==> config.mk <==
export PLATFORM = sky130hd
export DESIGN_NAME = fsm_serial_negate
export DESIGN_NICKNAME = d
export VERILOG_FILES = /design/src/rtl/fsm_serial_negate.sv
export SDC_FILE = /design/constraint.sdc
export NUM_CORES = 1
export LEC_CHECK = 0
export CELL_PAD_IN_SITES_DETAIL_PLACEMENT = 1
export CELL_PAD_IN_SITES_GLOBAL_PLACEMENT = 2
export CORE_AREA = 2 2 75 77
export CTS_CLUSTER_SIZE = 30
export DETAILED_ROUTE_END_ITERATION = 10
export DIE_AREA = 0 0 77 79
export PLACE_DENSITY_LB_ADDON = 0.12
export SLEW_MARGIN = 20
export SYNTH_ARGS = -nofsm -noshare
export SYNTH_HDL_FRONTEND = slang
export SYNTH_SLANG_ARGS = --single-unit
==> constraint.sdc <==
create_clock -name clk -period 2.9 [get_ports clk]
set_clock_uncertainty 0.2 [all_clocks]
set_input_delay 0.87 -clock clk [delete_from_list [all_inputs] [get_ports clk]]
set_output_delay 0.87 -clock clk [all_outputs]
set_load 0.05 [all_outputs]
==> src/rtl/fsm_serial_negate.sv <==
// rtl/fsm_serial_negate.sv - multi-lane bit-serial two's-complement negator
//
// Each lane receives LSB-first serial words and, per word, either passes the
// bits through or negates them. Negation uses the classic serial rule: copy
// bits up to and including the first 1, then invert every later bit.
//
// Parameters:
//   CHANNELS  number of independent lanes (>= 1)
//   WORD_W    bits per serial word (>= 2)
//
// Ports (all per-lane vectors are CHANNELS wide, bit g belongs to lane g):
//   clk        rising-edge clock
//   rst_n      synchronous active-low reset
//   in_valid   bit strobe; a lane only advances on a valid beat
//   x          serial data bit, LSB first
//   in_sof     start-of-word, qualified by in_valid
//   mode       0 = pass, 1 = negate; sampled on bit 0 of each word
//   z          registered result bit (0 when out_valid is 0)
//   out_valid  z carries a result this cycle
//   out_eow    z is the MSB of a completed word
//   ovf        negate-mode word was the most-negative value
//              (port exists only when FSM_SERIAL_NEG_OVF_EN is defined)
//
// Optional feature macro: FSM_SERIAL_NEG_OVF_EN

module fsm_serial_negate #(
    parameter int CHANNELS = 4,
    parameter int WORD_W   = 8
) (
    input  logic                clk,
    input  logic                rst_n,
    input  logic [CHANNELS-1:0] in_valid,
    input  logic [CHANNELS-1:0] x,
    input  logic [CHANNELS-1:0] in_sof,
    input  logic [CHANNELS-1:0] mode,
    output logic [CHANNELS-1:0] z,
    output logic [CHANNELS-1:0] out_valid,
    output logic [CHANNELS-1:0] out_eow
`ifdef FSM_SERIAL_NEG_OVF_EN
    ,
    output logic [CHANNELS-1:0] ovf
`endif
);

    localparam int IW = $clog2(WORD_W);
    localparam logic [IW-1:0] LAST_IDX = IW'(WORD_W - 1);

    typedef enum logic {
        COPY   = 1'b0,
        INVERT = 1'b1
    } state_t;

    for (genvar g = 0; g < CHANNELS; g++) begin : g_lane
        state_t        state;
        logic [IW-1:0] idx;
        logic          mode_q;
        logic          z_r;
        logic          valid_r;
        logic          eow_r;

        logic          bit0;
        logic          eff_mode;
        logic [IW-1:0] eff_idx;
        logic          cur_invert;
        logic          invert_now;
        logic          last_bit;

        // A beat is bit 0 either at a natural word boundary or when in_sof
        // forces one; in_sof wins even when idx sits on the last bit, so an
        // abandoned word never reports out_eow. On bit 0 the stored state and
        // mode are ignored in favour of COPY and the fresh mode input.
        always_comb begin
            bit0       = (idx == '0) || in_sof[g];
            eff_mode   = bit0 ? mode[g] : mode_q;
            eff_idx    = bit0 ? '0 : idx;
            cur_invert = !bit0 && (state == INVERT);
            invert_now = eff_mode && cur_invert;
            last_bit   = (eff_idx == LAST_IDX);
        end

`ifdef FSM_SERIAL_NEG_OVF_EN
        logic ovf_r;
`endif

        always_ff @(posedge clk) begin
            if (!rst_n) begin
                state   <= COPY;
                idx     <= '0;
                mode_q  <= 1'b0;
                z_r     <= 1'b0;
                valid_r <= 1'b0;
                eow_r   <= 1'b0;
`ifdef FSM_SERIAL_NEG_OVF_EN
                ovf_r   <= 1'b0;
`endif
            end else if (in_valid[g]) begin
                valid_r <= 1'b1;
                z_r     <= x[g] ^ invert_now;
                eow_r   <= last_bit;
`ifdef FSM_SERIAL_NEG_OVF_EN
                // Still copying at the MSB with a 1 there means every lower
                // bit was 0: the most-negative value, which has no positive
                // counterpart. z still reproduces it unchanged.
                ovf_r   <= last_bit && eff_mode && !cur_invert && x[g];
`endif
                mode_q  <= eff_mode;
                if (last_bit) begin
                    idx   <= '0;
                    state <= COPY;
                end else begin
                    idx   <= eff_idx + 1'b1;
                    // Pass mode never leaves COPY; negate enters INVERT after
                    // the first 1 and stays there for the rest of the word.
                    state <= (cur_invert || (eff_mode && x[g])) ? INVERT : COPY;
                end
            end else begin
                valid_r <= 1'b0;
                z_r     <= 1'b0;
                eow_r   <= 1'b0;
`ifdef FSM_SERIAL_NEG_OVF_EN
                ovf_r   <= 1'b0;
`endif
            end
        end

        assign z[g]         = z_r;
        assign out_valid[g] = valid_r;
        assign out_eow[g]   = eow_r;
`ifdef FSM_SERIAL_NEG_OVF_EN
        assign ovf[g]       = ovf_r;
`endif
    end

endmodule

# Word level (Yosys, flattened, before mapping)
# Index checks and enable logic that the tools add are counted.
# op_classes
add_sub_neg	4
eq_ne	4
muxes	24
bitwise_logic	4
n_reduce_logical	32
# ops
cell	n
$mux W3	8
$mux W1	16
$add A3 B1 Y3 const B	4
$eq A3 B3 Y1 const B	4
$logic_and A1 B1 Y1	12
$logic_not A3 Y1	4
$logic_or A1 B1 Y1	8
$reduce_and A2 Y1	4
$logic_not A1 Y1	4
$xor A1 B1 Y1	4
# totals
ff_bits	32
elab_cells	92

# Logic depth before layout (Yosys ltp)
# Gate-level depths: netlist of run 1.
# depth
word_depth	7
ltp_mapped	7

# Least setup slack after synthesis of run 1
# Ideal clock, no wire load.
# synth_path
kind	input-to-reg
start	input in_sof[2]
end	register g_lane[2].state
setup_time_ns	0.127
t_arrival_ns	2.078
path_slack_ns	0.495
stages	7
path_buffers	1
path_cell_list	buf_2 > nor2b_1 > ha_1 > ha_1 > and4b_1 > nor4bb_1 > or3_1
# synth_between
elab_cells_between_ends	10
cone_classes	eq/ne: 1; mux: 4; reduce/logical: 5
# synth_lines
element	line	text
start, declared	34	input logic [CHANNELS-1:0] in_sof,
$logic_or A1 B1 Y1	73	bit0 = (idx == '0) || in_sof[g];
$mux W3	75	eff_idx = bit0 ? '0 : idx;
$eq A3 B3 Y1	78	last_bit = (eff_idx == LAST_IDX);
named net g_lane[2].last_bit	66	logic last_bit;
$mux W1	107	if (last_bit) begin
end signal, assigned	114	state <= (cur_invert || (eff_mode && x[g])) ? INVERT : COPY;
end, declared	54	state_t state;
# The timed path passes the listed nets, and every way through them passes these cells.
# A chain may end at the register's enable or synchronous reset.

# Worst setup path in the final report of run 1
# layout_path
start	input in_sof[3]
end	register g_lane[3].state
# layout_between
elab_cells_between_ends	10
cone_classes	eq/ne: 1; mux: 4; reduce/logical: 5
# layout_lines
element	line
$logic_or A1 B1 Y1	73
$mux W3	75
$eq A3 B3 Y1	78
named net g_lane[3].last_bit	66
$mux W1	107
end signal, assigned	114
end, declared	54
# The timed path passes the listed nets, and every way through them passes these cells.

==> results.py, run 1 <==
metrics = {
    "run_status": {
        "run_status": "finished clean",
    },
    "cells_and_area": {
        "n_antenna_cell": 0,
        "area.growth.synth_to_final_pct": 23.01,
        "final_layout_size_suffix_gt1_share_pct": 9.231,
        "multiInputGateArea_um2": 840.8,
        "num-nets-final": 221,
        "fin_cells": 267,
        "ff_latch_area_um2": 640.6,
        "layout.cell_area.non_filler_um2": 2033,
        "nFillCells": 650,
    },
    "timing": {
        "min_period_ns": 2.615,
        "max_clock_freq_mhz": 382.4,
        "worst_pin_slew_ns": 0.5459,
        "fin_setup_tns_ns": 0,
        "finalSetupViolCount": 0,
        "relSlewSlack_pct": 63.32,
        "rsz0062_at_grt": "false",
        "hold_viol": 0,
        "final-max-slew-violation-count": 0,
        "finalCritPeriodShare_pct": 90.17,
    },
    "floorplan": {
        "chipWidth_um": 77,
        "rows": 27,
        "die-area_um2": 6083,
        "die-height_um": 79,
        "design.portCount": 30,
        "core_um2": 5338,
        "initial_core_util_pct": 30.97,
    },
    "critical_path": {
        "cp.buffers_inverters": 1,
        "worstPathMaxFanout": 4,
        "timing_worst_setup_path_type": "in -> reg",
        "critPathLaunchType": "input port",
        "arrival_ns": 2.63,
        "crit_top_cell": "sky130_fd_sc_hd__ha_1",
        "setup.worst_path.end_class": "flop",
        "critPathRequiredTime_ns": 2.92,
        "worst_path_largest_cell_delay_ns": 0.53,
        "crit_path_cells": "clkdlybuf4s50_1, nor2b_1, ha_1, ha_1, and4b_1, nor4bb_1, or3_1",
        "cp_slowest_cell": "sky130_fd_sc_hd__clkdlybuf4s50_1",
        "critPathTopFamily": "simple AND/OR/NAND/NOR gates",
    },
    "cts": {
        "clockRootBuffer": "sky130_fd_sc_hd__clkbuf_8",
        "clk-insertion-delay-late_ns": 0.28,
        "htree_levels": 2,
        "post_cts_hold_buffer_count": 0,
        "cts_tree": "yes",
        "postCtsSetupBuffers": 0,
        "cts.reportedPaths.clkPinSlew_ns": 0.07,
        "cts.repair.resized": 0,
        "total_clock_buffers_created_by_cts": 5,
        "cts_num_sinks": 32,
        "ctsLongestPathBuffers": 2,
    },
    "power_and_ir_drop": {
        "p_sw_share_pct": 25.23,
        "cellPowerDensity_nw_per_um2": 484.9,
        "cell_internal_pwr_mw": 0.7371,
        "switchingPower_mw": 0.2487,
        "vdd.ir_drop.worst_mv": 0.2143,
        "leakagePower_nw": 0.8486,
        "part_of_the_power_in_combinational_logic_pct": 14.4,
        "seq_power_share_pct": 47.8,
        "share_clk_of_total_power_pct": 37.9,
    },
    "synth": {
        "synth-main-ff-cell": "sky130_fd_sc_hd__dfxtp_1",
        "post_synth_most_frequent_cells": "sky130_fd_sc_hd__dfxtp_1 (32), sky130_fd_sc_hd__nor2b_1 (21), sky130_fd_sc_hd__nand2_1 (17), sky130_fd_sc_hd__buf_4 (12), sky130_fd_sc_hd__mux2i_1 (12)",
        "count_of_flip_flops_with_a_built_in_enable_after_synthesis": 0,
        "synth_top_cell_area_share_pct": 38.76,
        "seq_area_frac_synth_pct": 38.76,
        "yosys.cell_types.count": 28,
        "ys_ff_latch": 32,
        "post_synth_inst_count": 172,
        "postSynth.asyncResetShare_pct": 0,
        "netlist_top_cells_area": "sky130_fd_sc_hd__dfxtp_1 (39%), sky130_fd_sc_hd__nor2b_1 (7.9%), sky130_fd_sc_hd__mux2i_1 (7.3%), sky130_fd_sc_hd__ha_1 (6.1%), sky130_fd_sc_hd__buf_4 (5.5%)",
        "yosys.area.top_type": "sky130_fd_sc_hd__dfxtp_1",
        "synth_area_um2": 1653,
        "yosysWarnings": 0,
        "avgSynthCellArea_um2": 9.610,
        "synth_most_common_cell": "sky130_fd_sc_hd__dfxtp_1",
        "synthesis.nets": 198,
    },
    "grt": {
        "global_route_wire_length_before_repair_um": 6479,
        "grt_pass1_vias": 1393,
        "grt_usage_pct": 13.37,
        "grt-ovfl-total": 0,
        "antenna_violations_before_repair": 0,
        "grt_start_max_net_pins": 20,
    },
    "routing": {
        "post_drt_via_cell_ratio": 4.925,
        "num_vias": 1315,
        "detail_route.drc_violations": 0,
        "detail_route.first_pass.iterations": 4,
        "wl_met3_um": 113,
        "routed_wl_um": 3630,
        "top_signal_layer_used": "met4",
        "drt-wirelength-per-cell_um": 13.60,
        "routedLengthMet1_um": 1578,
        "final_antenna_net_count": 0,
        "drt-initial-drc-count": 21,
        "route.met2.wl_um": 1903,
    },
    "hold_path": {
        "hold_path_class": "reg -> reg",
    },
    "placed_design": {
        "dp.cells": 260,
        "place.detailed.hpwl_um": 2777,
        "final_gp_congestion": 0.7055,
        "placement.io_buffers": 29,
        "postPlaceCellArea_um2": 1937,
    },
    "job": {
        "cap_viol_max_count": 0,
    },
}
## sequential cells by signal, indices dropped and copies added, names as in the netlist
signal / cells
g_lane.idx: 12
g_lane.valid_r: 4
g_lane.eow_r: 4
g_lane.z_r: 4
g_lane.mode_q: 4
g_lane.state: 4
## through the flow
stage,worst slack [ns],power [mW],hold WS (ns),utilization [%]
final,0.2850,0.9858,0.2817,38.09
after detailed placement,0.02109,0.6245,0.2777,36.29
after CTS,0.3081,1.003,0.2882,38.09
after floorplan,0.4955,0.5718,0.2461,-
after global placement,0.05476,0.6176,0.2643,36.29
after global routing,0.1834,1.045,0.3141,38.09
## placed cells by master (no fill, tap or decap)
cell type | Yosys | layout
sky130_fd_sc_hd__or3_1 | 3 | 3
sky130_fd_sc_hd__mux2i_1 | 12 | 12
sky130_fd_sc_hd__ha_1 | 8 | 8
sky130_fd_sc_hd__buf_4 | 12 | 9
sky130_fd_sc_hd__o31ai_1 | 4 | 4
sky130_fd_sc_hd__inv_1 | 2 | 2
sky130_fd_sc_hd__o211ai_1 | 3 | 3
sky130_fd_sc_hd__clkdlybuf4s50_1 | 0 | 29
sky130_fd_sc_hd__a21boi_1 | 4 | 4
sky130_fd_sc_hd__nand3b_1 | 3 | 3
sky130_fd_sc_hd__and3_1 | 4 | 4
sky130_fd_sc_hd__clkbuf_8 | 0 | 7
sky130_fd_sc_hd__nor3_1 | 2 | 2
sky130_fd_sc_hd__o2111ai_1 | 1 | 1
sky130_fd_sc_hd__dfxtp_1 | 32 | 32
sky130_fd_sc_hd__nor4bb_1 | 2 | 2
sky130_fd_sc_hd__and2_1 | 4 | 4
sky130_fd_sc_hd__nor3_2 | 2 | 2
sky130_fd_sc_hd__and4b_1 | 3 | 3
sky130_fd_sc_hd__nand2b_1 | 2 | 2
sky130_fd_sc_hd__nand2_1 | 17 | 17
sky130_fd_sc_hd__o32ai_1 | 2 | 2
sky130_fd_sc_hd__o211a_1 | 4 | 4
sky130_fd_sc_hd__or4_1 | 5 | 5
sky130_fd_sc_hd__o21ai_1 | 6 | 6
sky130_fd_sc_hd__nor2b_1 | 21 | 21
sky130_fd_sc_hd__a31oi_1 | 4 | 4
## per-layer routing
layer	global-route usage, %	up-vias
met1	15.17	650
met2	24.04	19
met5	0	-
met3	4.091	4
li1	-	642
met4	4.286	0
## power by group through the flow
stage          Clock, mW  Sequential [mW]  Combinational (mW)
6_report           0.373            0.471               0.142
5_1_grt            0.415            0.474               0.156
4_1_cts            0.388            0.471               0.144
3_5_place_dp           0            0.481               0.143
3_3_place_gp           0            0.480               0.138
2_1_floorplan          0            0.477              0.0948
## cells by family after synthesis
logic type | synth area share [%]
muxes | 7.268
and+or+nand+nor | 25.21
DFF | 38.76
AOI/OAI and AO/OA | 12.34
buffers and inverters | 10.37
adders and majority gates | 6.056
## worst register-to-register path, stage by stage, from the launching register on
cell and delay, ns:
sky130_fd_sc_hd__dfxtp_1 0.37, sky130_fd_sc_hd__nor2b_1 0.16, sky130_fd_sc_hd__ha_1 0.16, sky130_fd_sc_hd__ha_1 0.18, sky130_fd_sc_hd__and4b_1 0.22, sky130_fd_sc_hd__nor4bb_1 0.15
sky130_fd_sc_hd__or3_1 0.36
## layout make-up
type | instances | area share, %
Clock buffer | 7 | 4.738
Tap cell | 72 | 4.431
Inverter | 2 | 0.3692
Sequential cell | 32 | 31.51
Multi-Input combinational cell | 116 | 41.35
Timing Repair Buffer | 38 | 17.60
## path summary, 6_finish.rpt
check	depth (start not counted)	start	end	slack [ns]
setup / recovery	7	in_sof[3]	g_lane[3].state$_SDFFE_PN0P_	0.29
hold / removal	2	g_lane[2].mode_q$_SDFFE_PN0P_	g_lane[2].mode_q$_SDFFE_PN0P_	0.28
setup reg to reg	6	g_lane[3].idx[1]$_SDFFE_PN0P_	g_lane[3].state$_SDFFE_PN0P_	0.98
hold reg to reg	2	g_lane[2].mode_q$_SDFFE_PN0P_	g_lane[2].mode_q$_SDFFE_PN0P_	0.28
(Power assumes the default switching activity.)
==> inputs of run 2 (changes only) <==
--- a/config.mk
+++ b/config.mk
@@ -11,7 +11,7 @@
 export CTS_CLUSTER_SIZE = 30
 export DETAILED_ROUTE_END_ITERATION = 10
 export DIE_AREA = 0 0 77 79
-export PLACE_DENSITY_LB_ADDON = 0.12
+export PLACE_DENSITY = 0.81
 export SLEW_MARGIN = 20
 export SYNTH_ARGS = -nofsm -noshare
 export SYNTH_HDL_FRONTEND = slang
==> run 2 against run 1 <==
Compared with the run above:
- sequential share of layout area shrank 0.36 points
- final cell count up 1.9%
- global-route usage decreased by 1.6 points
- sequential power is essentially flat
- first-iteration DRC count decreased by 4.8%
- die area is the same
- non-clock buffer count is 4 higher
- flip-flop and latch count unchanged
- count of clock-buffer cells in the layout grew 1
- total power down 1.5%
- critical path depth stayed put
- combinational power about the same
==> results.py, run 2 (synthesized netlist as in run 1, its figures left out) <==
metrics = {
    "timing": {
        "rsz0062_at_grt": "false",
        "worst_pin_slew_ns": 0.5012,
        "max_clock_freq_mhz": 370.5,
        "relSlewSlack_pct": 66.49,
        "min_period_ns": 2.699,
        "finalCritPeriodShare_pct": 93.08,
        "fin_setup_tns_ns": 0,
        "hold_viol": 0,
        "final-max-slew-violation-count": 0,
        "finalSetupViolCount": 0,
        "worst_hold_slack_after_final_layout_ns": 0.2845,
    },
    "routing": {
        "routed_wl_um": 3379,
        "detail_route.first_pass.iterations": 4,
        "num_vias": 1282,
        "final_antenna_net_count": 0,
        "post_drt_via_cell_ratio": 4.713,
        "drt-wirelength-per-cell_um": 12.42,
        "drt-initial-drc-count": 20,
        "detail_route.drc_violations": 0,
    },
    "floorplan": {
        "initial_core_util_pct": 30.97,
        "core_um2": 5338,
        "chipWidth_um": 77,
        "die-height_um": 79,
        "die-area_um2": 6083,
        "rows": 27,
        "design.portCount": 30,
    },
    "cts": {
        "total_clock_buffers_created_by_cts": 5,
        "post_cts_hold_buffer_count": 0,
        "postCtsSetupBuffers": 0,
        "clockRootBuffer": "sky130_fd_sc_hd__clkbuf_8",
        "htree_levels": 2,
        "cts.repair.resized": 0,
        "cts.reportedPaths.clkPinSlew_ns": 0.07,
        "cts_num_sinks": 32,
        "ctsLongestPathBuffers": 2,
        "clk-insertion-delay-late_ns": 0.28,
        "cts_tree": "yes",
    },
    "job": {
        "cap_viol_max_count": 0,
    },
    "placed_design": {
        "placement.io_buffers": 29,
        "dp.cells": 264,
        "final_gp_congestion": 0.7671,
    },
    "critical_path": {
        "arrival_ns": 2.71,
        "timing_worst_setup_path_type": "in -> reg",
        "worstPathMaxFanout": 8,
        "setup.worst_path.end_class": "flop",
        "critPathRequiredTime_ns": 2.91,
        "critPathLaunchType": "input port",
    },
    "power_and_ir_drop": {
        "leakagePower_nw": 0.8643,
        "cellPowerDensity_nw_per_um2": 472.3,
        "total_power_mw": 0.9714,
        "vdd.ir_drop.worst_mv": 0.2446,
    },
    "cells_and_area": {
        "most_common_library_cell_in_the_layout_ignoring_fill_and_taps": "sky130_fd_sc_hd__dfxtp_1",
        "final_layout_size_suffix_gt1_share_pct": 10.50,
        "n_antenna_cell": 0,
        "largest_reg_flops": 12,
        "register_with_the_most_flip_flops": "g_lane.idx",
        "num-nets-final": 225,
        "area.growth.synth_to_final_pct": 24.45,
        "fin_cells": 272,
        "mostFrequentLayoutCells": "sky130_fd_sc_hd__dfxtp_1 (32), sky130_fd_sc_hd__clkdlybuf4s50_1 (29), sky130_fd_sc_hd__nor2b_1 (21)",
    },
    "grt": {
        "global_route_wire_length_before_repair_um": 5699,
        "grt_start_max_net_pins": 20,
        "grt-ovfl-total": 0,
        "grt_pass1_vias": 1273,
        "antenna_violations_before_repair": 0,
        "grt_usage_pct": 11.77,
    },
    "run_status": {
        "run_status": "finished clean",
    },
    "hold_path": {
        "hold_path_class": "reg -> reg",
    },
}
==> run 2: cell types whose count changed in the layout (fill, tap and decap cells not counted), sizes merged <==
cell    before  now
buf          9   13
clkbuf       7    8
==> run 2: final timing paths <==
path	start	endpoint	slack [ns]	depth (start not counted)
max reg2reg	g_lane[2].idx[0]$_SDFFE_PN0P_	g_lane[2].state$_SDFFE_PN0P_	0.95	6
max	in_sof[1]	g_lane[1].state$_SDFFE_PN0P_	0.20	7
min reg2reg	g_lane[2].mode_q$_SDFFE_PN0P_	g_lane[2].mode_q$_SDFFE_PN0P_	0.28	2
min	g_lane[2].mode_q$_SDFFE_PN0P_	g_lane[2].mode_q$_SDFFE_PN0P_	0.28	2
==> run 2: worst max-delay path: stages <==
cell,delay (ns)
sky130_fd_sc_hd__clkdlybuf4s50_1,0.61
sky130_fd_sc_hd__nor2b_1,0.11
sky130_fd_sc_hd__ha_1,0.22
sky130_fd_sc_hd__ha_1,0.20
sky130_fd_sc_hd__nand2b_1,0.13
sky130_fd_sc_hd__or4_1,0.47
sky130_fd_sc_hd__o211ai_1,0.10
==> run 2: where the power goes <==
part	internal [mW]	leakage, nW	switching (mW)
Clock	0.194	0.0455	0.166
Combinational	0.0687	0.557	0.0732
Sequential	0.458	0.262	0.0118
Total	0.721	0.864	0.251
==> run 2: final cells by class <==
class	count	area [um2]
clock buffers	8	90.09
well taps	72	90.09
inverters	2	7.507
multi-input cells	116	840.8
flip-flops and latches	32	640.6
fillers	641	3281
repair buffers	42	387.9
==> run 2: metrics by stage <==
step / utilization (%) / worst slack (ns) / area (um2)
after global routing: 38.54 / 0.1054 / 2057
after detailed placement: 36.85 / -0.08141 / 1967
after CTS: 38.54 / 0.2114 / 2057
final: 38.54 / 0.2006 / 2057
after floorplan: - / 0.4955 / 1653
after global placement: 36.85 / -0.02889 / 1967
==> run 2: per-layer routing <==
layer | share of wire (%) | wire (um) | global-route usage (%)
met4 | 1.8 | 61 | 5.357
met5 | 0 | 0 | 0
met2 | 47 | 1603 | 20.26
met1 | 46 | 1567 | 13.37
met3 | 4.3 | 146 | 3.750
